File: src/rtl/alu_arbiter.sv
// alu_arbiter: two-requester front end for a shared combinational ALU.
// A three-state FSM (IDLE -> EXEC -> RESP) accepts one request, drives the
// ALU for one cycle, captures the result and holds it until it is consumed.
// Build option: define ALU_ARB_FIXED_PRIO_EN so that requester 0 always wins
// a tie. Without it, ties are resolved round-robin using the last granted id.
module alu_arbiter #(
  parameter int unsigned n = 64
) (
  input  logic         clk,
  input  logic         rst,
  input  logic         req0,
  input  logic         req1,
  input  logic [3:0]   ctrl0,
  input  logic [3:0]   ctrl1,
  input  logic [n-1:0] a0,
  input  logic [n-1:0] b0,
  input  logic [n-1:0] a1,
  input  logic [n-1:0] b1,
  output logic         gnt0,
  output logic         gnt1,
  output logic [n-1:0] alu_a,
  output logic [n-1:0] alu_b,
  output logic [3:0]   alu_ctrl,
  input  logic [n-1:0] alu_w,
  input  logic         alu_zero,
  output logic         rsp_valid,
  input  logic         rsp_ready,
  output logic         rsp_id,
  output logic [n-1:0] result,
  output logic         zero,
  output logic         rsp_err,
  output logic         busy
);

  localparam logic [3:0] OP_AND   = 4'b0000;
  localparam logic [3:0] OP_OR    = 4'b0001;
  localparam logic [3:0] OP_ADD   = 4'b0010;
  localparam logic [3:0] OP_SUB   = 4'b0110;
  localparam logic [3:0] OP_PASSB = 4'b0111;

  typedef enum logic [1:0] {
    IDLE = 2'd0,
    EXEC = 2'd1,
    RESP = 2'd2
  } state_t;

  state_t       state_q, state_d;
  logic         gnt0_d, gnt1_d;
  logic [n-1:0] alu_a_d, alu_b_d;
  logic [3:0]   alu_ctrl_d;
  logic         rsp_valid_d, rsp_id_d, zero_d, rsp_err_d, busy_d;
  logic [n-1:0] result_d;
  logic         win_c;
  logic         op_ok_c;

  // True when the latched op code is one the ALU actually implements
  always_comb begin
    op_ok_c = 1'b0;
    case (alu_ctrl)
      OP_AND, OP_OR, OP_ADD, OP_SUB, OP_PASSB: op_ok_c = 1'b1;
      default:                                 op_ok_c = 1'b0;
    endcase
  end

`ifdef ALU_ARB_FIXED_PRIO_EN
  // Fixed priority: requester 0 wins whenever it is asking
  always_comb begin
    win_c = ~req0;
  end
`else
  logic last_q;

  // Round-robin: on a tie grant the requester that was not served last
  always_comb begin
    win_c = 1'b1;
    if (req0 && req1) win_c = ~last_q;
    else if (req0)    win_c = 1'b0;
  end

  // Remember the id of every grant; reset value lets requester 0 win first tie
  always_ff @(posedge clk or posedge rst) begin
    if (rst) begin
      last_q <= 1'b1;
    end else if (state_q == IDLE && (req0 || req1)) begin
      last_q <= win_c;
    end
  end
`endif

  // Next-state and next-output logic; every register holds unless changed
  always_comb begin
    state_d     = state_q;
    gnt0_d      = 1'b0;
    gnt1_d      = 1'b0;
    alu_a_d     = alu_a;
    alu_b_d     = alu_b;
    alu_ctrl_d  = alu_ctrl;
    rsp_valid_d = rsp_valid;
    rsp_id_d    = rsp_id;
    result_d    = result;
    zero_d      = zero;
    rsp_err_d   = rsp_err;
    case (state_q)
      IDLE: begin
        if (req0 || req1) begin
          state_d    = EXEC;
          gnt0_d     = ~win_c;
          gnt1_d     = win_c;
          alu_a_d    = win_c ? a1 : a0;
          alu_b_d    = win_c ? b1 : b0;
          alu_ctrl_d = win_c ? ctrl1 : ctrl0;
          rsp_id_d   = win_c;
        end
      end
      EXEC: begin
        state_d     = RESP;
        rsp_valid_d = 1'b1;
        if (op_ok_c) begin
          result_d  = alu_w;
          zero_d    = alu_zero;
          rsp_err_d = 1'b0;
        end else begin
          result_d  = '0;
          zero_d    = 1'b1;
          rsp_err_d = 1'b1;
        end
      end
      RESP: begin
        if (rsp_ready) begin
          state_d     = IDLE;
          rsp_valid_d = 1'b0;
        end
      end
      default: begin
        state_d = IDLE;
      end
    endcase
    busy_d = (state_d != IDLE);
  end

  // State and registered outputs
  always_ff @(posedge clk or posedge rst) begin
    if (rst) begin
      state_q   <= IDLE;
      gnt0      <= 1'b0;
      gnt1      <= 1'b0;
      alu_a     <= '0;
      alu_b     <= '0;
      alu_ctrl  <= 4'b0000;
      rsp_valid <= 1'b0;
      rsp_id    <= 1'b0;
      result    <= '0;
      zero      <= 1'b0;
      rsp_err   <= 1'b0;
      busy      <= 1'b0;
    end else begin
      state_q   <= state_d;
      gnt0      <= gnt0_d;
      gnt1      <= gnt1_d;
      alu_a     <= alu_a_d;
      alu_b     <= alu_b_d;
      alu_ctrl  <= alu_ctrl_d;
      rsp_valid <= rsp_valid_d;
      rsp_id    <= rsp_id_d;
      result    <= result_d;
      zero      <= zero_d;
      rsp_err   <= rsp_err_d;
      busy      <= busy_d;
    end
  end

endmodule

File: config.mk
export PLATFORM = sky130hd
export DESIGN_NAME = alu_arbiter
export DESIGN_NICKNAME = d
export VERILOG_FILES = /design/src/rtl/alu_arbiter.sv
export SDC_FILE = /design/constraint.sdc
export NUM_CORES = 1
export LEC_CHECK = 0
export CAP_MARGIN = 40
export CORE_AREA = 2 2 211 213
export CTS_CLUSTER_SIZE = 12
export DETAILED_ROUTE_END_ITERATION = 6
export DIE_AREA = 0 0 213 215
export PLACE_DENSITY = 0.62
export SYNTH_ARGS = -nofsm -noshare
export SYNTH_HDL_FRONTEND = slang
export SYNTH_SLANG_ARGS = --single-unit
File: constraint.sdc
create_clock -name clk -period 14.5 [get_ports clk]
set_clock_uncertainty 0.15 [all_clocks]
set_input_delay 4.35 -clock clk [delete_from_list [all_inputs] [get_ports clk]]
set_output_delay 4.35 -clock clk [all_outputs]
set_load 0.05 [all_outputs]
### Word level (Yosys, flattened, before mapping)

Cells that the tools add are included.

| storage, ports and cells | value |
|---|---|
| bits in registers | 206 |
| latch bits | 0 |
| RAM bits | 0 |
| ROM bits | 0 |
| output and inout port bits | 203 |
| logic and storage cells | 50 |
| memories kept | 0 |

| operators by class | value |
|---|---|
| add/sub/neg operators | 0 |
| $mul | 0 |
| divide/modulo/power cells | 0 |
| $lt $le $gt $ge | 0 |
| equal/unequal tests | 7 |
| shift-type cells | 0 |
| muxes and demuxes | 18 |
| bitwise gates (word level) | 2 |
| reductions and logical operators | 10 |

Operators with widths:

| operator | count |
|---|---|
| 2-to-1 mux 64 bit | 3 |
| 2-to-1 mux 1 bit | 10 |
| equality test 4 x 3 -> 1 bit, second input constant | 2 |
| case mux 2 bit (3 select lines) | 1 |
| OR reduction 5 bit | 1 |
| equality test 4 x 1 -> 1 bit, second input constant | 1 |
| equality test 4 x 2 -> 1 bit, second input constant | 1 |
| zero test 4 bit | 1 |
| 2-to-1 mux 2 bit | 2 |
| 2-to-1 mux 4 bit | 1 |
| AND reduction 2 bit | 2 |
| nonzero test 2 bit | 2 |
| equality test 2 x 1 -> 1 bit, second input constant | 1 |
| equality test 2 bit, second input constant | 1 |
| logical AND 1 bit | 2 |
| zero test 2 bit | 1 |
| inequality test 2 bit, second input constant | 1 |
| inverter 1 bit | 2 |
| case mux 1 bit (2 select lines) | 1 |
| logical OR 1 bit | 1 |

### Depth between registers and ports, before layout

| logic depth | value |
|---|---|
| depth in word-level cells | 5 |
| gate-level depth with buffers | 8 |
| mapped depth without buffers | 4 |

### Worst setup path after synthesis

OpenSTA, ideal clock, no wires.

| timing | value |
|---|---|
| kind | input-to-reg |
| from | in req0 |
| to | reg alu_b[10] |
| library setup time | 130 ps |
| data arrival time | 5380 ps |
| required time | 14220 ps |
| setup slack | 8841 ps |
| stages | 7 |
| buffers on the path | 4 |
| cell sequence | buf_2 or2_1 buf_4 buf_2 buf_1 a21oi_1 a31oi_1 |

| on the way | value |
|---|---|
| longest elaborated chain between the ends | 3 |
| elaborated cells between the ends (all ways) | 6 |
| those cells by class | mux (3); reduce/logical (3) |

RTL lines:

| item | RTL line | text |
|---|---|---|
| start: declaration | 11 | `input logic req0,` |
| 2-to-1 mux 1 bit / logical AND 1 bit (equally long branches) | 77, 76 |  |
| 2-to-1 mux 1 bit | 76 | `if (req0 && req1) win_c = ~last_q;` |
| 2-to-1 mux 64 bit | 110 | `alu_b_d = win_c ? b1 : b0;` |
| end signal: assignment | 161 | `alu_b <= alu_b_d;` |
| end: declaration | 22 | `output logic [n-1:0] alu_b,` |

Several ways; a longest one is shown, not always the timed one.
A chain may end at the register's enable or synchronous reset.

### Worst setup path in the final report

| timing | value |
|---|---|
| from | in req1 |
| to | reg alu_a[8] |

| on the way | value |
|---|---|
| longest elaborated chain between the ends | 3 |
| elaborated cells between the ends (all ways) | 5 |
| those cells by class | mux (2); reduce/logical (3) |

RTL lines:

| item | RTL line | text |
|---|---|---|
| start: declaration | 12 | `input logic req1,` |
| logical AND 1 bit | 76 |  |
| 2-to-1 mux 1 bit | 76 |  |
| 2-to-1 mux 64 bit | 109 | `alu_a_d = win_c ? a1 : a0;` |
| end signal: assignment | 160 | `alu_a <= alu_a_d;` |
| end: declaration | 21 | `output logic [n-1:0] alu_a,` |

Several ways; a longest one is shown, not always the timed one.

==> results by group <==
Clock network
  – CTS tree: yes
  – Longest Clk Path Bufs: 3
  – Cell at the root of the clock tree: clkbuf_16
  – Setup Fix Bufs, Post-CTS: 0
  – Post-CTS sizing: 0
  – Htree depth: 1
  – Clock Pin Slew Worst Setup and Hold Paths: 0.05 ns
  – # clock sinks: 206
  – Clock insertion delay at the later pin of the skew report: 0.54 ns
  – CTS Buf Count: 25
  – Cts hold-fix bufs: 0

Global route
  – Global Route Usage Sum: 16.5%
  – Global-route wire length before repair: 59600 um
  – GR Overflow Total: 0
  – Pin count of the biggest net entering global routing: 81
  – Initial antenna violation count: 1
  – Vias in the first global route: 9889

Floorplanning
  – Die X: 213 um
  – Starting Density: 21.1%
  – DIE AREA: 45800 um2
  – Die Height: 215 um
  – # rows: 77
  – Core area: 43600 um2
  – IO Count: 537

Synth
  – Mapped Nets: 1279
  – Synth unique cells: 25
  – Most frequent cells after synthesis: dfrtp_1 (205), o21ai_0 (136), a21oi_1 (135)
  – Yosys Warn Count: 0
  – Syn Inst Count: 945
  – Mean Syn Cell Area: 9.73 um2
  – Top cell type's share of synthesized area: 55.8%
  – Post-synth ARST share: 100%
  – Top cells by area, synth: dfrtp_1 (56%), a31oi_1 (9.0%), o21ai_0 (7.4%)
  – Prevailing post-synth register cell: dfrtp_1
  – Most frequent cell after synthesis: dfrtp_1
  – Dominant cell type by area after synthesis: dfrtp_1
  – Mapped cell area: 9200 um2
  – Register area share after synthesis: 56.1%
  – FF+latch count, synth: 206
  – EDFF count, synth: 0

Min path
  – Worst hold path stage count: 1
  – Hold Path End: result[63]
  – Class of the worst hold path: reg2reg
  – Hold wc startpoint: result[63]

Route
  – Routed vias: 9968
  – WL final: 40100 um
  – Drt pass-1 iters: 7
  – Wirelength per Cell: 19.8 um
  – Vias per cell: 4.92
  – Residual DRC: 0
  – Antenna Nets Post-Route: 0
  – Iteration-0 DRC Markers: 936

Placement
  – Final HPWL DP: 27800 um
  – I/O Buffers: 536
  – RePlAce Congestion: 0.806

Worst setup path
  – CP endpoint kind: register
  – Reg-to-reg startpoint: state_q[1]
  – Peak fanout along the critical path: 73
  – R2R cell count: 5
  – CP max stage delay: 0.68 ns
  – Critical path class: in2reg
  – Startpoint Class: input port
  – CP required: 14.72 ns
  – Setup crit start: req1
  – CP cell instances: clkdlybuf4s50_1 > or2_4 > nand2_2 > inv_4 > buf_4 > a31oi_1
  – Worst reg2reg setup slack: 11.81 ns
  – Reg-to-Reg End: alu_ctrl[1]
  – Crit path DAT: 7.31 ns
  – Worst-path cell with the longest stage delay: buf_4

Pwr
  – Worst VDD drop: 0.000162 V
  – Leakage: 6.10 nW
  – Power per cell area: 233 nW/um2

Finish
  – Area delta synth->final: 73.1%
  – Final nets: 1746
  – Final core utilization: 36.5%
  – Layout cells sized above 1: 5.03%

Timing
  – Worst slew margin: 39.3%
  – Final period util: 48.9%
  – Setup TNS: 0 ns
  – Final Hold Vio Count: 0
  – Final Max Slew Viols: 0
  – Tmin final: 7.09 ns
  – RSZ-0062 raised after global routing: no
  – Fmax: 141 MHz
  – Final setup vio count: 0
  – Least-Margin Pin Slew: 0.911 ns

Run status
  – Status: completed

Flow run
  – MaxCap Viol Count: 0
power by group:
| part | leakage, nW | internal [mW] | switching (mW) |
|---|---|---|---|
| clock network | 0.399 | 0.371 | 0.258 |
| logic | 3.25 | 0.688 | 1.42 |
| registers | 2.45 | 0.820 | 0.151 |
| total | 6.10 | 1.88 | 1.83 |
routing by layer:
layer / vias to the layer above / global-route usage [%] / share of wire (%)
li1: 4497 / - / -
met1: 4894 / 20.2 / 40
met2: 494 / 27.7 / 48
met3: 83 / 4.03 / 8.9
met4: 0 / 6.25 / 3.5
met5: - / 0 / 0
logic make-up (layout without fill, tap and decap cells):
| group | Yosys count | in the layout | synth area share (%) |
|---|---|---|---|
| AOI/OAI and AO/OA | 469 | 469 | 30.1 |
| other | 0 | 2 | 0 |
| and+or+nand+nor | 149 | 149 | 8.20 |
| DFF | 206 | 206 | 56.1 |
| buffers and inverters | 121 | 606 | 5.65 |
cell usage in the layout, fill, tap and decap left out, types with 2 or more instances in the layout:
| cell | instances |
|---|---|
| clkdlybuf4s50_1 | 535 |
| dfrtp_1 | 205 |
| o21ai_0 | 136 |
| a21oi_1 | 135 |
| nand3_1 | 132 |
| a31oi_1 | 132 |
| a22o_1 | 64 |
| clkbuf_16 | 25 |
| buf_4 | 14 |
| clkbuf_8 | 7 |
| nor2_1 | 5 |
| clkbuf_1 | 5 |
| clkinv_2 | 4 |
| buf_16 | 4 |
| inv_1 | 3 |
| diode_2 | 2 |
| nand2b_1 | 2 |
| clkinvlp_4 | 2 |
| buf_12 | 2 |
metrics by stage:
step | area, um2 | std cells | hold WS [ns] | power [mW] | setup slack, ns
2_1_floorplan | 9200 | 945 | 0.327 | 2.30 | 4.38
3_3_place_gp | 14900 | 1971 | 0.334 | 3.07 | 6.94
3_5_place_dp | 15100 | 1977 | 0.340 | 3.10 | 6.87
4_1_cts | 15900 | 2022 | 0.357 | 3.74 | 7.45
5_1_grt | 15900 | 2023 | 0.359 | 3.89 | 7.21
6_report | 15900 | 2024 | 0.352 | 3.71 | 7.41
registers in the layout, summed over array words and instances, names as in the netlist:
| register | count |
|---|---|
| gnt0 | 1 |
| alu_a | 64 |
| alu_ctrl | 4 |
| rsp_err | 1 |
| gnt1 | 1 |
| rsp_valid | 1 |
| rsp_id | 1 |
| state_q | 2 |
| result | 64 |
| busy | 1 |
| last_q | 1 |
| alu_b | 64 |
| zero | 1 |
final cells by class:
class	instances	area, um2
timing repair buffer	555	5610
fill	4387	27700
sequential	206	5160
clock inverter	8	77.6
antenna	2	5.00
tap	592	741
inverter	6	33.8
clock buffer	37	741
multi-input combinational	618	3560
worst max-delay path: cells and delay by family:
kind | cells | cell delay (ns)
AO/OA/AOI/OAI | 1 | 0.18
buffers and inverters | 3 | 1.87
AND/OR/NAND/NOR | 2 | 0.77
worst max-delay path by stage:
stage	slack, ns	endpoint	cells after the start
6_report	7.41	alu_a[8]	6
4_1_cts	7.45	alu_a[0]	6
3_3_place_gp	6.94	alu_a[4]	6
2_1_floorplan	4.38	alu_a[0]	1
3_5_place_dp	6.87	alu_a[8]	6
5_1_grt	7.21	alu_a[5]	6
Power figures use the tool's default switching activity.
